## config.mk

```make
export PLATFORM = sky130hd
export DESIGN_NAME = rvc_asap_5pl_vga_timing_gen_flat
export DESIGN_NICKNAME = d
export VERILOG_FILES = /design/src/rtl/rvc_asap_5pl_vga_timing_gen_if.sv /design/src/rtl/rvc_asap_5pl_vga_timing_gen.sv /design/src/flat_wrapper.sv
export SDC_FILE = /design/constraint.sdc
export NUM_CORES = 1
export LEC_CHECK = 0
export CAP_MARGIN = 0
export CORE_ASPECT_RATIO = 1.5
export CORE_MARGIN = 2
export CORE_UTILIZATION = 49
export DETAILED_ROUTE_END_ITERATION = 7
export PLACE_DENSITY = 0.78
export SETUP_SLACK_MARGIN = 0.2
export SLEW_MARGIN = 20
export SYNTH_ARGS = -nofsm -noshare
export SYNTH_HDL_FRONTEND = slang
export SYNTH_SLANG_ARGS = --single-unit
export TNS_END_PERCENT = 50
```

## constraint.sdc

```tcl
create_clock -name CLK_25 -period 2.2 [get_ports CLK_25]
set_input_delay 0.55 -clock CLK_25 [delete_from_list [all_inputs] [get_ports CLK_25]]
set_output_delay 0.55 -clock CLK_25 [all_outputs]
set_load 0.03 [all_outputs]
```

## src/rtl/rvc_asap_5pl_vga_timing_gen_if.sv

```systemverilog
// Signal bundle between the VGA raster timing generator and its consumers.
// The master side receives the run request and drives the timing and event outputs.
interface rvc_asap_5pl_vga_timing_gen_if #(
  parameter int CNT_W = 10,
  parameter int FRM_W = 8
);
  logic             Enable;
  logic             vga_h_sync;
  logic             vga_v_sync;
  logic             inDisplayArea;
  logic [CNT_W-1:0] CounterX;
  logic [CNT_W-1:0] CounterY;
  logic             FrameStart;
  logic             LineStart;
  logic             VBlankStart;
  logic             Running;
  logic [FRM_W-1:0] FrameCount;

  modport master (
    input  Enable,
    output vga_h_sync, vga_v_sync, inDisplayArea, CounterX, CounterY,
           FrameStart, LineStart, VBlankStart, Running, FrameCount
  );

  modport slave (
    output Enable,
    input  vga_h_sync, vga_v_sync, inDisplayArea, CounterX, CounterY,
           FrameStart, LineStart, VBlankStart, Running, FrameCount
  );
endinterface

```

## src/rtl/rvc_asap_5pl_vga_timing_gen.sv

```systemverilog
// Parametrised VGA raster timing generator with run/drain control, delayed sync/DE
// outputs (so pixel fetch sees the counters early) and frame/line/vblank event pulses.
module rvc_asap_5pl_vga_timing_gen #(
  parameter int H_ACTIVE   = 640,
  parameter int H_FP       = 16,
  parameter int H_SYNC     = 96,
  parameter int H_BP       = 48,
  parameter int V_ACTIVE   = 480,
  parameter int V_FP       = 10,
  parameter int V_SYNC     = 2,
  parameter int V_BP       = 33,
  parameter bit H_SYNC_POL = 1'b0,
  parameter bit V_SYNC_POL = 1'b0,
  parameter int PIPE_DLY   = 1,
  parameter int CNT_W      = 10,
  parameter int FRM_W      = 8
) (
  input logic CLK_25,
  input logic Reset,
  rvc_asap_5pl_vga_timing_gen_if.master vga
);

  // state    | meaning
  // ST_IDLE  | stopped, counters held at 0, raw sync/DE terms inactive
  // ST_RUN   | counting, Enable high
  // ST_DRAIN | Enable dropped, counting on until the end of the current frame
  typedef enum logic [1:0] {ST_IDLE, ST_RUN, ST_DRAIN} state_t;

  localparam int H_TOTAL = H_ACTIVE + H_FP + H_SYNC + H_BP;
  localparam int V_TOTAL = V_ACTIVE + V_FP + V_SYNC + V_BP;

  localparam logic [CNT_W-1:0] H_LAST = CNT_W'(H_TOTAL - 1);
  localparam logic [CNT_W-1:0] V_LAST = CNT_W'(V_TOTAL - 1);
  localparam logic [CNT_W-1:0] H_ACT  = CNT_W'(H_ACTIVE);
  localparam logic [CNT_W-1:0] V_ACT  = CNT_W'(V_ACTIVE);
  localparam logic [CNT_W-1:0] HS_BEG = CNT_W'(H_ACTIVE + H_FP);
  localparam logic [CNT_W-1:0] HS_END = CNT_W'(H_ACTIVE + H_FP + H_SYNC);
  localparam logic [CNT_W-1:0] VS_BEG = CNT_W'(V_ACTIVE + V_FP);
  localparam logic [CNT_W-1:0] VS_END = CNT_W'(V_ACTIVE + V_FP + V_SYNC);

  state_t              r_state;
  logic [CNT_W-1:0]    r_cnt_x;
  logic [CNT_W-1:0]    r_cnt_y;
  logic [FRM_W-1:0]    r_frm_cnt;
  logic [PIPE_DLY-1:0] r_hs_pipe;
  logic [PIPE_DLY-1:0] r_vs_pipe;
  logic [PIPE_DLY-1:0] r_de_pipe;

  logic w_active;
  logic w_eol;
  logic w_eof;
  logic w_hs_raw;
  logic w_vs_raw;
  logic w_de_raw;

  assign w_active = (r_state != ST_IDLE);
  assign w_eol    = (r_cnt_x == H_LAST);
  assign w_eof    = w_eol && (r_cnt_y == V_LAST);

  assign w_hs_raw = w_active && (r_cnt_x >= HS_BEG) && (r_cnt_x < HS_END);
  assign w_vs_raw = w_active && (r_cnt_y >= VS_BEG) && (r_cnt_y < VS_END);
  assign w_de_raw = w_active && (r_cnt_x < H_ACT) && (r_cnt_y < V_ACT);

  always_ff @(posedge CLK_25) begin
    if (Reset) begin
      r_state   <= ST_IDLE;
      r_cnt_x   <= '0;
      r_cnt_y   <= '0;
      r_frm_cnt <= '0;
    end else begin
      case (r_state)
        ST_IDLE:  if (vga.Enable) r_state <= ST_RUN;
        ST_RUN:   if (!vga.Enable) r_state <= ST_DRAIN;
        ST_DRAIN: begin
          if (vga.Enable)  r_state <= ST_RUN;
          else if (w_eof)  r_state <= ST_IDLE;
        end
        default:  r_state <= ST_IDLE;
      endcase

      if (w_active) begin
        if (w_eol) begin
          r_cnt_x <= '0;
          r_cnt_y <= w_eof ? '0 : r_cnt_y + 1'b1;
        end else begin
          r_cnt_x <= r_cnt_x + 1'b1;
        end
        if (w_eof) r_frm_cnt <= r_frm_cnt + 1'b1;
      end else begin
        r_cnt_x <= '0;
        r_cnt_y <= '0;
      end
    end
  end

  // Keeps shifting while idle so the last frame's tail leaves the pipe on its own.
  always_ff @(posedge CLK_25) begin
    if (Reset) begin
      r_hs_pipe <= '0;
      r_vs_pipe <= '0;
      r_de_pipe <= '0;
    end else begin
      r_hs_pipe[0] <= w_hs_raw;
      r_vs_pipe[0] <= w_vs_raw;
      r_de_pipe[0] <= w_de_raw;
      for (int i = 1; i < PIPE_DLY; i++) begin
        r_hs_pipe[i] <= r_hs_pipe[i-1];
        r_vs_pipe[i] <= r_vs_pipe[i-1];
        r_de_pipe[i] <= r_de_pipe[i-1];
      end
    end
  end

  assign vga.vga_h_sync    = r_hs_pipe[PIPE_DLY-1] ? H_SYNC_POL : ~H_SYNC_POL;
  assign vga.vga_v_sync    = r_vs_pipe[PIPE_DLY-1] ? V_SYNC_POL : ~V_SYNC_POL;
  assign vga.inDisplayArea = r_de_pipe[PIPE_DLY-1];

  // Event pulses line up with the undelayed counters, not with the pipelined outputs.
  assign vga.CounterX    = r_cnt_x;
  assign vga.CounterY    = r_cnt_y;
  assign vga.FrameStart  = w_active && (r_cnt_x == '0) && (r_cnt_y == '0);
  assign vga.LineStart   = w_active && (r_cnt_x == '0);
  assign vga.VBlankStart = w_active && (r_cnt_x == '0) && (r_cnt_y == V_ACT);
  assign vga.Running     = w_active;
  assign vga.FrameCount  = r_frm_cnt;

endmodule

```

## src/flat_wrapper.sv

```systemverilog
// flat-port wrapper written by rule: the top's interface ports become plain ports
module rvc_asap_5pl_vga_timing_gen_flat 
#(
  parameter int H_ACTIVE   = 640,
  parameter int H_FP       = 16,
  parameter int H_SYNC     = 96,
  parameter int H_BP       = 48,
  parameter int V_ACTIVE   = 480,
  parameter int V_FP       = 10,
  parameter int V_SYNC     = 2,
  parameter int V_BP       = 33,
  parameter bit H_SYNC_POL = 1'b0,
  parameter bit V_SYNC_POL = 1'b0,
  parameter int PIPE_DLY   = 1,
  parameter int CNT_W      = 10,
  parameter int FRM_W      = 8
)
  (CLK_25, Reset, vga_Enable, vga_vga_h_sync, vga_vga_v_sync, vga_inDisplayArea, vga_CounterX, vga_CounterY, vga_FrameStart, vga_LineStart, vga_VBlankStart, vga_Running, vga_FrameCount);
  rvc_asap_5pl_vga_timing_gen_if #(.CNT_W(CNT_W), .FRM_W(FRM_W)) vga_i ();
  input logic CLK_25;
  input logic Reset;
  input wire logic [$bits(vga_i.Enable)-1:0] vga_Enable;
  output wire logic [$bits(vga_i.vga_h_sync)-1:0] vga_vga_h_sync;
  output wire logic [$bits(vga_i.vga_v_sync)-1:0] vga_vga_v_sync;
  output wire logic [$bits(vga_i.inDisplayArea)-1:0] vga_inDisplayArea;
  output wire logic [$bits(vga_i.CounterX)-1:0] vga_CounterX;
  output wire logic [$bits(vga_i.CounterY)-1:0] vga_CounterY;
  output wire logic [$bits(vga_i.FrameStart)-1:0] vga_FrameStart;
  output wire logic [$bits(vga_i.LineStart)-1:0] vga_LineStart;
  output wire logic [$bits(vga_i.VBlankStart)-1:0] vga_VBlankStart;
  output wire logic [$bits(vga_i.Running)-1:0] vga_Running;
  output wire logic [$bits(vga_i.FrameCount)-1:0] vga_FrameCount;
  assign vga_i.Enable = vga_Enable;
  assign vga_vga_h_sync = vga_i.vga_h_sync;
  assign vga_vga_v_sync = vga_i.vga_v_sync;
  assign vga_inDisplayArea = vga_i.inDisplayArea;
  assign vga_CounterX = vga_i.CounterX;
  assign vga_CounterY = vga_i.CounterY;
  assign vga_FrameStart = vga_i.FrameStart;
  assign vga_LineStart = vga_i.LineStart;
  assign vga_VBlankStart = vga_i.VBlankStart;
  assign vga_Running = vga_i.Running;
  assign vga_FrameCount = vga_i.FrameCount;
  rvc_asap_5pl_vga_timing_gen #(.H_ACTIVE(H_ACTIVE), .H_FP(H_FP), .H_SYNC(H_SYNC), .H_BP(H_BP), .V_ACTIVE(V_ACTIVE), .V_FP(V_FP), .V_SYNC(V_SYNC), .V_BP(V_BP), .H_SYNC_POL(H_SYNC_POL), .V_SYNC_POL(V_SYNC_POL), .PIPE_DLY(PIPE_DLY), .CNT_W(CNT_W), .FRM_W(FRM_W)) u_core (.CLK_25(CLK_25), .Reset(Reset), .vga(vga_i));
endmodule
```

# Yosys cells after proc, flatten, opt, wreduce, memory -nomap -nowiden

Index checks and enable logic that the tools add are counted.
W data, S select, Z words.

Flip-flop bits (word level): 33
Latch bits: 0
Memory bits (writable): 0
Memory bits (read-only): 0
Memories kept: 0

Div/mod/pow operators: 0
Shifts and indexed selects: 0
Bitwise logic cells: 1
$add $sub $neg: 3
Reductions and logical operators: 18
Order comparisons: 6
$mul: 0
Muxes and demuxes: 8
Eq/ne operators: 8

Operator list:

| kind                    | count |
|---|---|
| $add A10 B1 Y10 const B | 2 |
| $eq A10 B10 Y1 const B  | 2 |
| $logic_not A10 Y1       | 2 |
| $lt A10 B10 Y1 const B  | 2 |
| $lt A10 B9 Y1 const B   | 2 |
| $eq A10 B9 Y1 const B   | 1 |
| $ge A10 B10 Y1 const B  | 1 |
| $ge A10 B9 Y1 const B   | 1 |
| $logic_and A1 B1 Y1     | 10 |
| $mux W10                | 1 |
| $add A8 B1 Y8 const B   | 1 |
| $mux W2                 | 4 |
| $pmux W2 S3             | 1 |
| $ne A2 B2 Y1 const B    | 2 |
| $ne A3 B2 Y1 const B    | 1 |
| $reduce_and A3 Y1       | 1 |
| $reduce_or A3 Y1        | 1 |
| $eq A2 B1 Y1 const B    | 1 |
| $eq A2 B2 Y1 const B    | 1 |
| $logic_not A2 Y1        | 1 |
| $mux W1                 | 2 |
| $reduce_and A2 Y1       | 1 |
| $reduce_bool A2 Y1      | 1 |
| $reduce_or A2 Y1        | 1 |
| $not A1 Y1              | 1 |

# Longest topological paths before layout

Gate-level depths: netlist of run 1.

Depth after elaboration: 5
Depth in mapped cells: 7
Gate-level depth less buffers: 6

# Worst setup path after synthesis of run 1

No wires, ideal clock.

Path kind: register -> output
Start point: reg u_core.r_cnt_x[5] (netlist: u_core.vga.CounterX[5])
End point: out vga_FrameStart
Required time: 1.650 ns
Stages on the path, launching flop included: 6
Path buffers: 1
Path slack: -0.840 ns
Arrival time: 2.490 ns
Cells stage by stage: dfxtp_1 buf_6 nor3_4 and4_2 nand4b_1 nor4b_1

Longest elaborated chain between the ends: 3

RTL lines:

| what                     | RTL line                           | source |
|---|---|---|
| start: declaration       | rvc_asap_5pl_vga_timing_gen.sv:42  | `logic [CNT_W-1:0] r_cnt_x;` |
| start signal: assignment | rvc_asap_5pl_vga_timing_gen.sv:86  | `r_cnt_x <= r_cnt_x + 1'b1;` |
| $logic_not A10 Y1        | -                                  |  |
| $logic_and A1 B1 Y1      | -                                  |  |
| net vga_LineStart        | flat_wrapper.sv:29                 | `output wire logic [$bits(vga_i.LineStart)-1:0] vga_LineStart;` |
| $logic_and A1 B1 Y1      | rvc_asap_5pl_vga_timing_gen.sv:121 | `assign vga.FrameStart = w_active && (r_cnt_x == '0) && (r_cnt_y == '0);` |
| end: declaration         | flat_wrapper.sv:28                 | `output wire logic [$bits(vga_i.FrameStart)-1:0] vga_FrameStart;` |

The timed path passes the listed nets, and every way through them passes these cells.

# Worst setup path in the final report of run 1

Start point: reg u_core.r_cnt_x[1] (netlist: u_core.vga.CounterX[1])
End point: out vga_FrameStart

Longest elaborated chain between the ends: 3

RTL lines:

| what                             | RTL line |
|---|---|
| $logic_not A10 Y1                | rvc_asap_5pl_vga_timing_gen.sv:121 |
| $logic_and A1 B1 Y1 (2 in a row) | rvc_asap_5pl_vga_timing_gen.sv:121 |

No other way between the ends.

==> summary.txt, run 1 <==
CTS
  – Clk Latency, worst-skew pair: 0.28 ns
  – Hold_buf cts: 0
  – Reg clk slew, reported paths: 0.07 ns
  – CTS H-tree lvls: 2
  – Clk root buf: clkbuf_8
  – CTS Buf Count: 5
  – Num Clock Sinks: 33
  – CTS tree: built
  – Maximum clock path buffer count: 2

Synth
  – Syn Inst Count: 184
  – Largest cells by area after synthesis: dfxtp_1 40%, nor2_1 4.1%, ha_1 3.8%
  – Syn_area_per_cell: 8.94 um^2
  – Post-synth top area share: 40.2%
  – Largest family of logic cells by synthesized area: simple AND/OR/NAND/NOR gates
  – Register area share after synthesis: 40.2%
  – Top_reg_cell synth: dfxtp_1
  – Synth Warn #: 0
  – Count of cell types in the netlist: 39
  – Synthesized area: 1640 um^2
  – Post-synthesis compound-gate area fraction: 11.3%
  – Synth Area in Adders: 3.81%
  – Mux contribution to synthesized area: 0.609%
  – EDFF count, synth: 0
  – Post-synthesis simple-gate area fraction: 32.4%
  – #FFs+latches synth: 33
  – Async SR Flop Fraction: 0%
  – Post-Synthesis Net Count: 192
  – Cell taking the most area after synthesis: dfxtp_1
  – Synth Area in XOR/XNOR: 6.39%

Setup path
  – Largest fanout on the critical path: 2
  – Worst path required time: 1.65 ns
  – Critical path class: reg2out
  – Cell Chain, Critical Path: inv_2, ha_4, nor4b_4, and4_4, nand4b_1, nor4b_4, buf_4
  – CP most frequent cell: nor4b_4
  – Delay-heaviest family, CP: simple AND/OR/NAND/NOR gates
  – Crit-path max cell delay: 0.33 ns
  – CP max stage cell: dfxtp_2
  – Buffers & Inverters on Critical Path: 2
  – Crit path capture type: primary output
  – Reg2reg setup slack: 0.29 ns
  – Worst setup SP type: flip-flop
  – Critical Path AT: 1.93 ns

Pwr
  – Max VDD drop: 0.420 mV
  – Switching share of power: 22.6%
  – Net switching power: 0.269 mW
  – Comb power frac: 7.0%
  – Pint: 0.921 mW
  – Share of total power in the clock network: 42.4%
  – Reg power frac: 50.6%
  – Overall Power: 1.19 mW
  – Pwr dens: 512 nW/um^2
  – Leakage: 0.976 nW

GRT
  – GRT Util Overall: 23.7%
  – First-pass GRT wire length: 6.79 mm
  – Vias in the first global route: 1487
  – Initial antenna violation count: 0
  – Total global routing overflow: 0
  – Largest net degree at the start of global routing: 19

Finish
  – Final instance area: 2330 um^2
  – Fillers: 268
  – Register area: 669 um^2
  – Share of cells above drive strength 1: 22.4%
  – Synth-to-Final Area Change: 41.5%
  – Finished Layout Cells: 281
  – ANT cells: 0
  – Area of the multi-input gates: 957 um^2
  – Layout Nets: 248

Timing
  – Slew headroom: 68.6%
  – RSZ-0062 raised after global routing: yes
  – Final setup fails: 3
  – Worst Skew: 0.00339 ns
  – Max-slew violation count: 0
  – Final WS setup: -0.282 ns
  – Hold Vio Cnt, Final: 0
  – Final Critical Period: 2.48 ns
  – Max Fclk: 0.403 GHz
  – Final Cycle Share: 113%
  – Worst Max-Slew Pin Slew: 0.469 ns

Placement
  – Area after DPL: 2120 um^2
  – Placed insts: 265
  – HPWL after DPL: 2.90 mm
  – Routability cong.: 0.776
  – IO buf count: 37

Routing
  – Antenna Nets Post-Route: 0
  – Met1 wire length: 1.68 mm
  – DR iter-0 viols: 41
  – DRC violations left: 0
  – DR WL met2: 2.20 mm
  – Drt first pass iters: 4
  – Routed len/inst: 14.7 um
  – Total Wirelength: 4.13 mm
  – Vias: 1550
  – DR WL met3: 180 um
  – Max Used Layer: met4
  – Vias per cell: 5.52

Die
  – Top-Level Pins: 38
  – Die X: 51.3 um
  – Die ar.: 3840 um^2
  – Initial core utilization: 51.5%
  – Core area: 3190 um^2
  – # rows: 25
  – Die Height: 74.9 um

Run status
  – Status: finished, violations left
  – Failing checks: negative setup slack

Run
  – Max cap viols: 0

Hold path
  – Hold Crit Class: reg2reg
-- cells by family (layout without fill, tap and decap cells) --
family,Yosys count,count (layout)
simple gates,86,86
flops,33,33
compound gates,31,31
buf+inv,16,73
xor+xnor,12,12
fa+ha+maj,5,5
mux,1,1
-- power groups by stage --
stage / clock (mW) / combinational [mW] / sequential (mW)
2_1_floorplan: 0 / 0.0377 / 0.622
4_1_cts: 0.509 / 0.0798 / 0.603
5_1_grt: 0.541 / 0.0881 / 0.603
3_3_place_gp: 0 / 0.0717 / 0.616
3_5_place_dp: 0 / 0.0735 / 0.616
6_report: 0.505 / 0.0829 / 0.603
-- sequential cells by signal, summed over array words and instances, names as in the netlist --
signal,flops
u_core.vga.inDisplayArea,1
u_core.vga.CounterX,10
u_core.vga.CounterY,10
u_core.r_state,2
u_core.r_hs_pipe,1
u_core.vga.FrameCount,8
u_core.r_vs_pipe,1
-- cells in the final DEF (no fill, tap or decap), types with 4 or more instances in the layout --
cell | Yosys | final
ha_1 | 5 | 4
nor2_1 | 18 | 18
dfxtp_2 | 0 | 4
clkdlybuf4s50_1 | 0 | 17
nand4_1 | 10 | 10
buf_4 | 1 | 19
dlymetal6s2s_1 | 0 | 7
clkbuf_8 | 0 | 7
or4_1 | 6 | 6
nand3_1 | 9 | 9
inv_1 | 10 | 8
dfxtp_1 | 33 | 28
nor3_1 | 7 | 6
dlygate4sd2_1 | 0 | 10
a21oi_1 | 12 | 12
o31ai_1 | 6 | 6
xor2_1 | 7 | 7
o21ai_0 | 8 | 8
xnor2_1 | 5 | 5
or3_1 | 5 | 5
nand2_1 | 7 | 7
-- metrics by stage --
step	setup WS [ns]	TNS [ns]	hold slack, ns	utilization [%]
detailed placement	-0.0629	-0.0804	0.482	66.4
CTS	-0.213	-0.400	0.497	70.7
finish	-0.282	-0.571	0.489	72.9
global placement	-0.00236	-0.00236	0.441	66.4
floorplan	-0.228	-0.310	0.429	-
global route	-0.356	-0.798	0.530	72.9
-- repair_timing --
item | 4_1_cts | 5_1_grt
pin swaps | 4 | 4
gates resized for setup | 20 | 8
buffers inserted | 1 | 7
setup endpoints to repair | 15 | 22
-- tightest hold or removal path, stage by stage, from the launching register on --
cell and delay [ns]:
dfxtp_1 0.32, o31ai_1 0.06, a21oi_1 0.06
-- layer usage --
metal,global-route usage [%],vias to the layer above
met2,42.0,41
met5,0,-
met3,6.35,6
li1,-,775
met1,26.5,728
met4,10.8,0
-- final timing paths --
check,startpoint,end,cells after the start
worst min register to register,u_core.vga.FrameCount[7],u_core.vga.FrameCount[7],2
worst min-delay path,u_core.vga.FrameCount[7],u_core.vga.FrameCount[7],2
worst max register to register,u_core.vga.CounterY[0],u_core.vga.FrameCount[7],6
worst max-delay path,u_core.vga.CounterX[1],vga_FrameStart,7
-- Yosys cell counts, types with 3 or more instances --
cell type,instances
a21oi_1,12
buf_6,3
dfxtp_1,33
ha_1,5
inv_1,10
nand2_1,7
nand3_1,9
nand4_1,10
nor2_1,18
nor3_1,7
o21ai_0,8
o31ai_1,6
or3_1,5
or4_1,6
xnor2_1,5
xor2_1,7
-- cell type report --
cell class	instances	share of cell area, %
clock buffer	7	4.14
clock inverter	1	0.215
inverter	10	1.61
multi-input combinational	135	41.2
sequential	33	28.8
tap	40	2.15
timing repair buffer	55	21.9
Note: power is estimated with default switching activity, not from simulation.
==> run 2, diff against run 1 <==
Settings changed: SLEW_MARGIN 20 to not set.
==> results of run 2 <==
Final layout, timing and power as in run 1 (identical DEF).
